**config.mk**
```make
export PLATFORM = sky130hd
export DESIGN_NAME = uart_tx_ctrl
export DESIGN_NICKNAME = d
export VERILOG_FILES = /design/src/rtl/uart_tx_ctrl.sv
export SDC_FILE = /design/constraint.sdc
export NUM_CORES = 1
export LEC_CHECK = 0
export CORE_MARGIN = 5
export CORE_UTILIZATION = 60
export CTS_CLUSTER_DIAMETER = 50
export CTS_CLUSTER_SIZE = 8
export DETAILED_ROUTE_END_ITERATION = 12
export GPL_TIMING_DRIVEN = 1
export PLACE_DENSITY = 0.77
export SYNTH_ARGS = -nofsm -noshare
export SYNTH_HDL_FRONTEND = slang
export SYNTH_SLANG_ARGS = --single-unit
```
**constraint.sdc**
```tcl
create_clock -name clk -period 5.41 [get_ports clk]
set_clock_uncertainty 0.05 [all_clocks]
set_input_delay 0.541 -clock clk [delete_from_list [all_inputs] [get_ports clk]]
set_output_delay 0.541 -clock clk [all_outputs]
set_load 0.005 [all_outputs]
```
**src/rtl/uart_tx_ctrl.sv**
```systemverilog
// uart_tx_ctrl: 8N1 UART transmitter fed by a small byte FIFO.
// Frames go out back-to-back whenever the FIFO holds another byte at stop-bit end.
module uart_tx_ctrl #(
  parameter int CLK_DIV = 10417,
  parameter int FIFO_AW = 2
) (
  input  logic               clk,
  input  logic               rst_n,
  input  logic [7:0]         tx_data,
  input  logic               tx_valid,
  output logic               tx_ready,
  output logic               uart_tx,
  output logic               tx_busy,
  output logic               tx_done_sig,
  output logic [FIFO_AW:0]   fifo_level
);
  localparam int DEPTH = 2 ** FIFO_AW;
  localparam logic [15:0] DIV_M1 = 16'(CLK_DIV - 1);
  typedef enum logic [1:0] {IDLE, START, DATA, STOP} state_e;
  state_e state_q, state_d;
  logic [15:0] cnt_q, cnt_d;
  logic [2:0] idx_q, idx_d;
  logic [7:0] shift_q, shift_d;
  logic tx_q, tx_d, done_q, done_d;
  logic [FIFO_AW-1:0] wr_q, rd_q;
  logic [FIFO_AW:0] lvl_q, lvl_d;
  logic [7:0] mem_q [DEPTH];
  logic push, pop, empty, bit_end;
  assign empty = lvl_q == '0;
  assign tx_ready = lvl_q != (FIFO_AW+1)'(DEPTH);
  assign push = tx_valid & tx_ready;
  assign bit_end = (state_q != IDLE) && (cnt_q == DIV_M1);
  assign uart_tx = tx_q;
  assign tx_done_sig = done_q;
  assign fifo_level = lvl_q;
  assign tx_busy = (state_q != IDLE) || !empty;
  always_comb begin
    state_d = state_q;
    idx_d = idx_q;
    shift_d = shift_q;
    pop = 1'b0;
    case (state_q)
      IDLE: if (!empty) begin
        pop = 1'b1;
        shift_d = mem_q[rd_q];
        state_d = START;
      end
      START: if (bit_end) begin
        state_d = DATA;
        idx_d = 3'd0;
      end
      DATA: if (bit_end) begin
        state_d = (idx_q == 3'd7) ? STOP : DATA;
        idx_d = idx_q + 3'd1;
      end
      STOP: if (bit_end) begin
        // Chain straight into the next start bit when another byte is waiting.
        pop = !empty;
        shift_d = empty ? shift_q : mem_q[rd_q];
        state_d = empty ? IDLE : START;
      end
      default: state_d = IDLE;
    endcase
    cnt_d = ((state_q == IDLE) || bit_end) ? 16'd0 : cnt_q + 16'd1;
    lvl_d = lvl_q + (FIFO_AW+1)'(push) - (FIFO_AW+1)'(pop);
    tx_d = (state_d == START) ? 1'b0 : (state_d == DATA) ? shift_d[idx_d] : 1'b1;
    done_d = (state_q == STOP) && bit_end;
  end
  always_ff @(posedge clk or negedge rst_n) begin
    if (!rst_n) begin
      state_q <= IDLE;
      cnt_q <= '0;
      idx_q <= '0;
      shift_q <= '0;
      tx_q <= 1'b1;
      done_q <= 1'b0;
      wr_q <= '0;
      rd_q <= '0;
      lvl_q <= '0;
    end else begin
      state_q <= state_d;
      cnt_q <= cnt_d;
      idx_q <= idx_d;
      shift_q <= shift_d;
      tx_q <= tx_d;
      done_q <= done_d;
      wr_q <= wr_q + FIFO_AW'(push);
      rd_q <= rd_q + FIFO_AW'(pop);
      lvl_q <= lvl_d;
    end
  end
  always_ff @(posedge clk) begin
    if (push) mem_q[wr_q] <= tx_data;
  end
endmodule
```
* Yosys cells after proc, flatten, opt, wreduce, memory -nomap -nowiden
Memory sizes are Yosys's and may differ from the RTL's.
Index checks and enable logic that the tools add are counted.
** Storage, ports and cells
- Flip-flop bits (word level) :: 38
- Output and inout bits :: 7
- Bits in writable memories :: 32
- Memories kept :: 1
** Operators by class
- Reduce and logical (&&, ||, !) cells :: 8
- $lt $le $gt $ge :: 1
- Bitwise gates (word level) :: 1
- Mux-type cells :: 23
- Add/subtract/negate cells :: 6
- Eq/ne operators :: 8
** Memory list
- mem_q :: words 4, width 8, rd ports 1, clocked after Yosys merged registers in 0, write ports 1, line 27 : logic [7:0] mem_q [DEPTH];
** Operators by type and width (count)
- adder 16 x 1 -> 16 bit (second input constant) :: 1
- equality test 16 x 14 -> 1 bit (second input constant) :: 1
- 2-to-1 mux 16 bit :: 1
- 2-to-1 mux 8 bit :: 2
- one-hot mux 8 bit (2 select lines) :: 1
- 2-to-1 mux 1 bit :: 9
- 2-to-1 mux 2 bit :: 4
- one-hot mux 2 bit (4 select lines) :: 1
- equality test 2 bit (second input constant) :: 3
- 2-to-1 mux 3 bit :: 2
- one-hot mux 3 bit (2 select lines) :: 1
- adder 2 x 1 -> 2 bit :: 2
- equality test 2 x 1 -> 1 bit (second input constant) :: 2
- < comparator 3 x 4 -> 1 bit (second input constant) :: 1
- adder 3 x 1 -> 3 bit :: 1
- adder 3 x 1 -> 3 bit (second input constant) :: 1
- binary-select mux 1 bit (select 3 bit) :: 1
- equality test 3 bit (second input constant) :: 1
- logical NOT 3 bit :: 1
- != test 3 bit (second input constant) :: 1
- subtractor 3 x 1 -> 3 bit :: 1
- logical AND 1 bit :: 2
- logical NOT 2 bit :: 1
- logical OR 1 bit :: 2
- 4 further kinds :: 4

* Depth between registers and ports, before layout
- Depth after elaboration :: 8
- Gate-level depth with buffers :: 13

* Worst setup path after synthesis
Ideal clock, no wire load.
- Path kind :: reg-to-reg
- Start :: register state_q[0]
- End :: register tx_q, in the netlist uart_tx
- Library setup time :: 95 ps
- Slack :: 2183 ps
- Cell stages (with the launch flop) :: 14
- Data required time :: 5265 ps
- Arrival time :: 3082 ps
- Cells stage by stage :: dfrtp_1 -> inv_1 -> ha_1 -> clkbuf_1 -> nor4b_1 -> nand4_1 -> ha_1 -> nand2b_1 -> a31oi_1 -> mux2_2 -> a32o_1 -> o211a_1 -> nor3b_2 -> a32oi_1
** Between the ends
- Word-level cells in the longest chain between the ends :: 8
- Elaborated cells between the ends (all ways) :: 22
- Those cells by class :: 5 x eq/ne; 14 x mux; 3 x reduce/logical
** Ends and longest elaborated chain
- start: declaration :: line 20 : state_e state_q, state_d;
- start signal: assignment :: line 81 : state_q <= state_d;
- nonzero test 2 bit :: line 32 : assign bit_end = (state_q != IDLE) && (cnt_q == DIV_M1);
- logical AND 1 bit :: line 32
- 2-to-1 mux 3 bit, on equally long branches :: line 52, 48
- one-hot mux 3 bit (2 select lines) (*) :: line 42 : case (state_q)
- net idx_d[0] :: line 22 : logic [2:0] idx_q, idx_d;
- binary-select mux 1 bit (select 3 bit) (*) :: line 66 : tx_d = (state_d == START) ? 1'b0 : (state_d == DATA) ? shift_d[idx_d] : 1'b1;
- 2-to-1 mux 1 bit (not written as such) (*) :: line 66
- 2-to-1 mux 1 bit (*) (2 in series) :: line 66
- net tx_d :: line 24 : logic tx_q, tx_d, done_q, done_d;
- end signal: assignment :: line 85 : tx_q <= tx_d;
- end: declaration :: line 24
Mark *: on every way through the listed nets, which the timed path passes. The rest lies on a longest branch. The select of a mux whose other input is x is not followed.

* Worst setup path in the final report
Ends and elaborated chain as after synthesis.

==> flow_summary.json <==
{
  "die_height_um": 83.6,
  "postSynthRegisterBits": 70,
  "post-dp-hpwl_mm": 4.11,
  "die-width_um": 83.6,
  "power_frac_comb_pct": 12.9,
  "firstDrtPassIters": 4,
  "power.sequential.fraction_pct": 51.7,
  "initialDrtViolationCount": 185,
  "netSwitchingFraction_pct": 24.9,
  "worst_skew_pair.late_latency_ns": 0.34,
  "drv_slew": 0,
  "globalplace.congestion": 0.807,
  "final_critical_path_setup_slack_ns": 1.84,
  "post_placement_worst_setup_slack_ns": 1.88,
  "max_freq_ghz": 0.280,
  "finish.net_count": 300,
  "grt_remaining_overflow": 0,
  "synth_fp_nets": 279,
  "cap_violations": 0,
  "cts_hold_buf": 0,
  "drcViolationCount": 0,
  "dieArea_um2": 6990,
  "clockRootBuffer": "clkbuf_8",
  "synth_xor_xnor_area_share_pct": 3.77,
  "clk_pin_slew_ns": 0.08,
  "first_global_vias": 2081,
  "initial_core_util_pct": 62.8,
  "worstPathArrival_ns": 3.76,
  "worst_setup_path_end_kind": "register",
  "gates_resized_cts_repair": 0,
  "complex_gate_fraction_of_the_synthesized_area_pct": 10.0,
  "rrSetupSlack_ns": 1.84,
  "synth_top_family_by_area": "simple AND/OR/NAND/NOR gates",
  "grt_util_all_layers_pct": 18.0,
  "clockPowerShare_pct": 35.4,
  "crit_path_frequent_cell": "ha_1",
  "synth_flop_cell": "dfrtp_1",
  "crit_family": "compound AO/OA/AOI/OAI gates",
  "layout.cells.most_common": "dfrtp_1",
  "hold_ws_ns": 0.242,
  "crit_required_ns": 5.60,
  "hold_viol": 0,
  "final.fill_count": 351,
  "wire_length_of_the_first_global_routing_pass_mm": 9.94,
  "asyncSetResetFlopFracSynth_pct": 54.3,
  "num_vias": 2052,
  "reg2reg_from": "state_q[0]$_DFF_PN0_",
  "crit_path_start_kind": "register",
  "synthesis.area_per_instance_um2": 12.7,
  "maximum_clock_path_buffer_count": 2,
  "power.switching_uw": 322,
  "yosys-mux-area-fraction_pct": 5.81,
  "cp_slowest_cell": "a31oi_1",
  "cts_tree": "built",
  "mostFrequentLayoutCells": "dfrtp_1, edfxtp_1, nor2_1",
  "r2r.worst_path.cells": 12,
  "fp-row-count": 26,
  "critical_path_depth": 12,
  "power.internal_uw": 970,
  "fin_tns_setup_ns": 0,
  "synth_enable_flop_cells": 32,
  "post_drt_wl_per_cell_um": 16.3,
  "number_of_antenna_violations_at_the_first_check_in_global_routing": 0,
  "drtAntennaViolNets": 0,
  "vdd_ir_drop_max_uv": 322,
  "areal_power_density_over_the_cells_nw_per_um2": 350,
  "core_region_area_um2": 5170,
  "relSlewSlack_pct": 44.9,
  "yosys.area_share.adder_pct": 5.23,
  "cell_area_after_synthesis_um2": 3250,
  "cp_max_fo": 9,
  "cp_slowest_stage_delay_ns": 0.60,
  "clock_tree.htree_level_count": 3,
  "postRouteWirelength_mm": 5.73,
  "ys_seq_area_share_pct": 58.9,
  "outcome": "finished clean",
  "synth_simple_gate_area_share_pct": 13.3,
  "layout-drive-gt1-share_pct": 12.1,
  "hold_path_class": "in -> async",
  "critical_path_class": "reg -> reg",
  "worstMarginPinSlew_ns": 0.827,
  "setup_repair_after_global_routing_missed_its_margin": "no",
  "detail_route.vias_per_cell": 5.85,
  "critPathBufInv": 1,
  "fin_cells": 351,
  "power.static_leakage_nw": 1.46,
  "synth.yosys.warnings": 0,
  "path_cells": "inv_1 > ha_1 > nor4b_1 > nand4_1 > ha_1 > nand2b_1 > a31oi_1 > mux2_2 > a32o_1 > o211a_1 > nor3b_2 > a32oi_1",
  "insertedDiodeCount": 0,
  "post_synth_num_cell_types": 50,
  "numCtsBuffers": 9,
  "cell_count_after_synthesis": 255,
  "number_of_ports_placed_on_the_die_boundary": 18,
  "clock_sinks": 70,
  "cts_post_setup_buffers_inserted": 0,
  "pin_count_of_the_biggest_net_entering_global_routing": 39,
  "numPlacedInstances": 335,
  "post-route-min-period_ns": 3.57,
  "report.final.setup_viol": 0,
  "port-buffer-count": 17,
  "r2r_end": "uart_tx$_DFF_PN1_",
  "timing.final.crit_share_pct": 65.9,
  "areaGrowthSynthToFinish_pct": 13.5
}
-- sequential cells by signal, summed over array words and instances, names as in the netlist --
register     flops
uart_tx          1
shift_q          8
mem_q           32
state_q          2
tx_done_sig      1
wr_q             2
rd_q             2
cnt_q           16
idx_q            3
fifo_level       3
-- worst register-to-register path: stages, from the launching register on --
cell and delay, ns:
dfrtp_1 0.41, inv_1 0.10, ha_1 0.30, nor4b_1 0.27
nand4_1 0.20, ha_1 0.31, nand2b_1 0.14, a31oi_1 0.60
mux2_2 0.41, a32o_1 0.20, o211a_1 0.21, nor3b_2 0.17
a32oi_1 0.12
-- routing by layer --
metal / wire length (um) / vias to the layer above / global-route usage [%]
met5: 0 / - / 0
met4: 50 / 0 / 7.46
met3: 217 / 5 / 3.75
met2: 2840 / 36 / 29.0
met1: 2620 / 1023 / 23.9
li1: - / 988 / -
-- cells in the mapped netlist, types with 2 or more instances --
| cell | n | area share (%) |
|---|---|---|
| nand2b_1 | 3 | 0.58 |
| xnor2_1 | 7 | 1.9 |
| o221ai_1 | 3 | 0.81 |
| o21ai_0 | 11 | 1.7 |
| o211ai_1 | 4 | 0.92 |
| a22o_1 | 6 | 1.6 |
| buf_2 | 3 | 0.46 |
| a32oi_1 | 2 | 0.54 |
| clkbuf_1 | 3 | 0.35 |
| nor2_1 | 23 | 2.7 |
| nor3_1 | 2 | 0.31 |
| nand2_1 | 20 | 2.3 |
| mux4_2 | 6 | 4.2 |
| mux2i_1 | 2 | 0.62 |
| and3_1 | 7 | 1.3 |
| a21oi_1 | 8 | 1.2 |
| edfxtp_1 | 32 | 30 |
| dfrtp_1 | 37 | 28 |
| nand4_1 | 3 | 0.58 |
| nand3_1 | 5 | 0.77 |
| or3_1 | 6 | 1.2 |
| inv_1 | 15 | 1.7 |
| ha_1 | 12 | 4.6 |
| xor2_1 | 7 | 1.9 |
| mux2_2 | 3 | 1.0 |
-- final cells by class --
type                       instances  area, um^2  area share, %
inverter                          15        56.3           1.53
sequential                        70        1910           51.8
clock buffer                       9         124           3.36
tap                               70        87.6           2.37
multi-input combinational        162        1240           33.6
clock inverter                     7        97.6           2.64
timing repair buffer              18         173           4.68
-- worst max path at each step --
stage | startpoint | endpoint | slack [ns]
2_1_floorplan | state_q[0]$_DFF_PN0_ | uart_tx$_DFF_PN1_ | 2.18
3_3_place_gp | state_q[0]$_DFF_PN0_ | uart_tx$_DFF_PN1_ | 1.99
4_1_cts | state_q[0]$_DFF_PN0_ | uart_tx$_DFF_PN1_ | 1.86
6_report | state_q[0]$_DFF_PN0_ | uart_tx$_DFF_PN1_ | 1.84
5_1_grt | state_q[0]$_DFF_PN0_ | uart_tx$_DFF_PN1_ | 1.57
3_5_place_dp | state_q[0]$_DFF_PN0_ | uart_tx$_DFF_PN1_ | 1.88
-- through the flow --
step                      util, %  power, mW  cell area [um^2]
final                        71.4       1.29              3690
after global routing         71.4       1.36              3690
after CTS                    71.4       1.30              3690
after detailed placement     67.1      0.847              3470
after global placement       67.1      0.838              3470
after floorplan                 -      0.760              3250
-- power groups by stage --
stage / sequential, mW / clock, mW / combinational, mW
2_1_floorplan: 0.668 / 0 / 0.0915
3_3_place_gp: 0.673 / 0 / 0.165
3_5_place_dp: 0.678 / 0 / 0.169
4_1_cts: 0.668 / 0.466 / 0.171
5_1_grt: 0.676 / 0.495 / 0.188
6_report: 0.667 / 0.458 / 0.167
-- cells by family after synthesis --
kind of cell / count (synthesis)
flip-flops: 70
XOR/XNOR: 14
adder cells (fa/ha/maj): 13
AO/OA/AOI/OAI: 45
multiplexers: 11
buffers and inverters: 23
AND/OR/NAND/NOR: 79
Note: power is estimated with default switching activity, not from simulation.
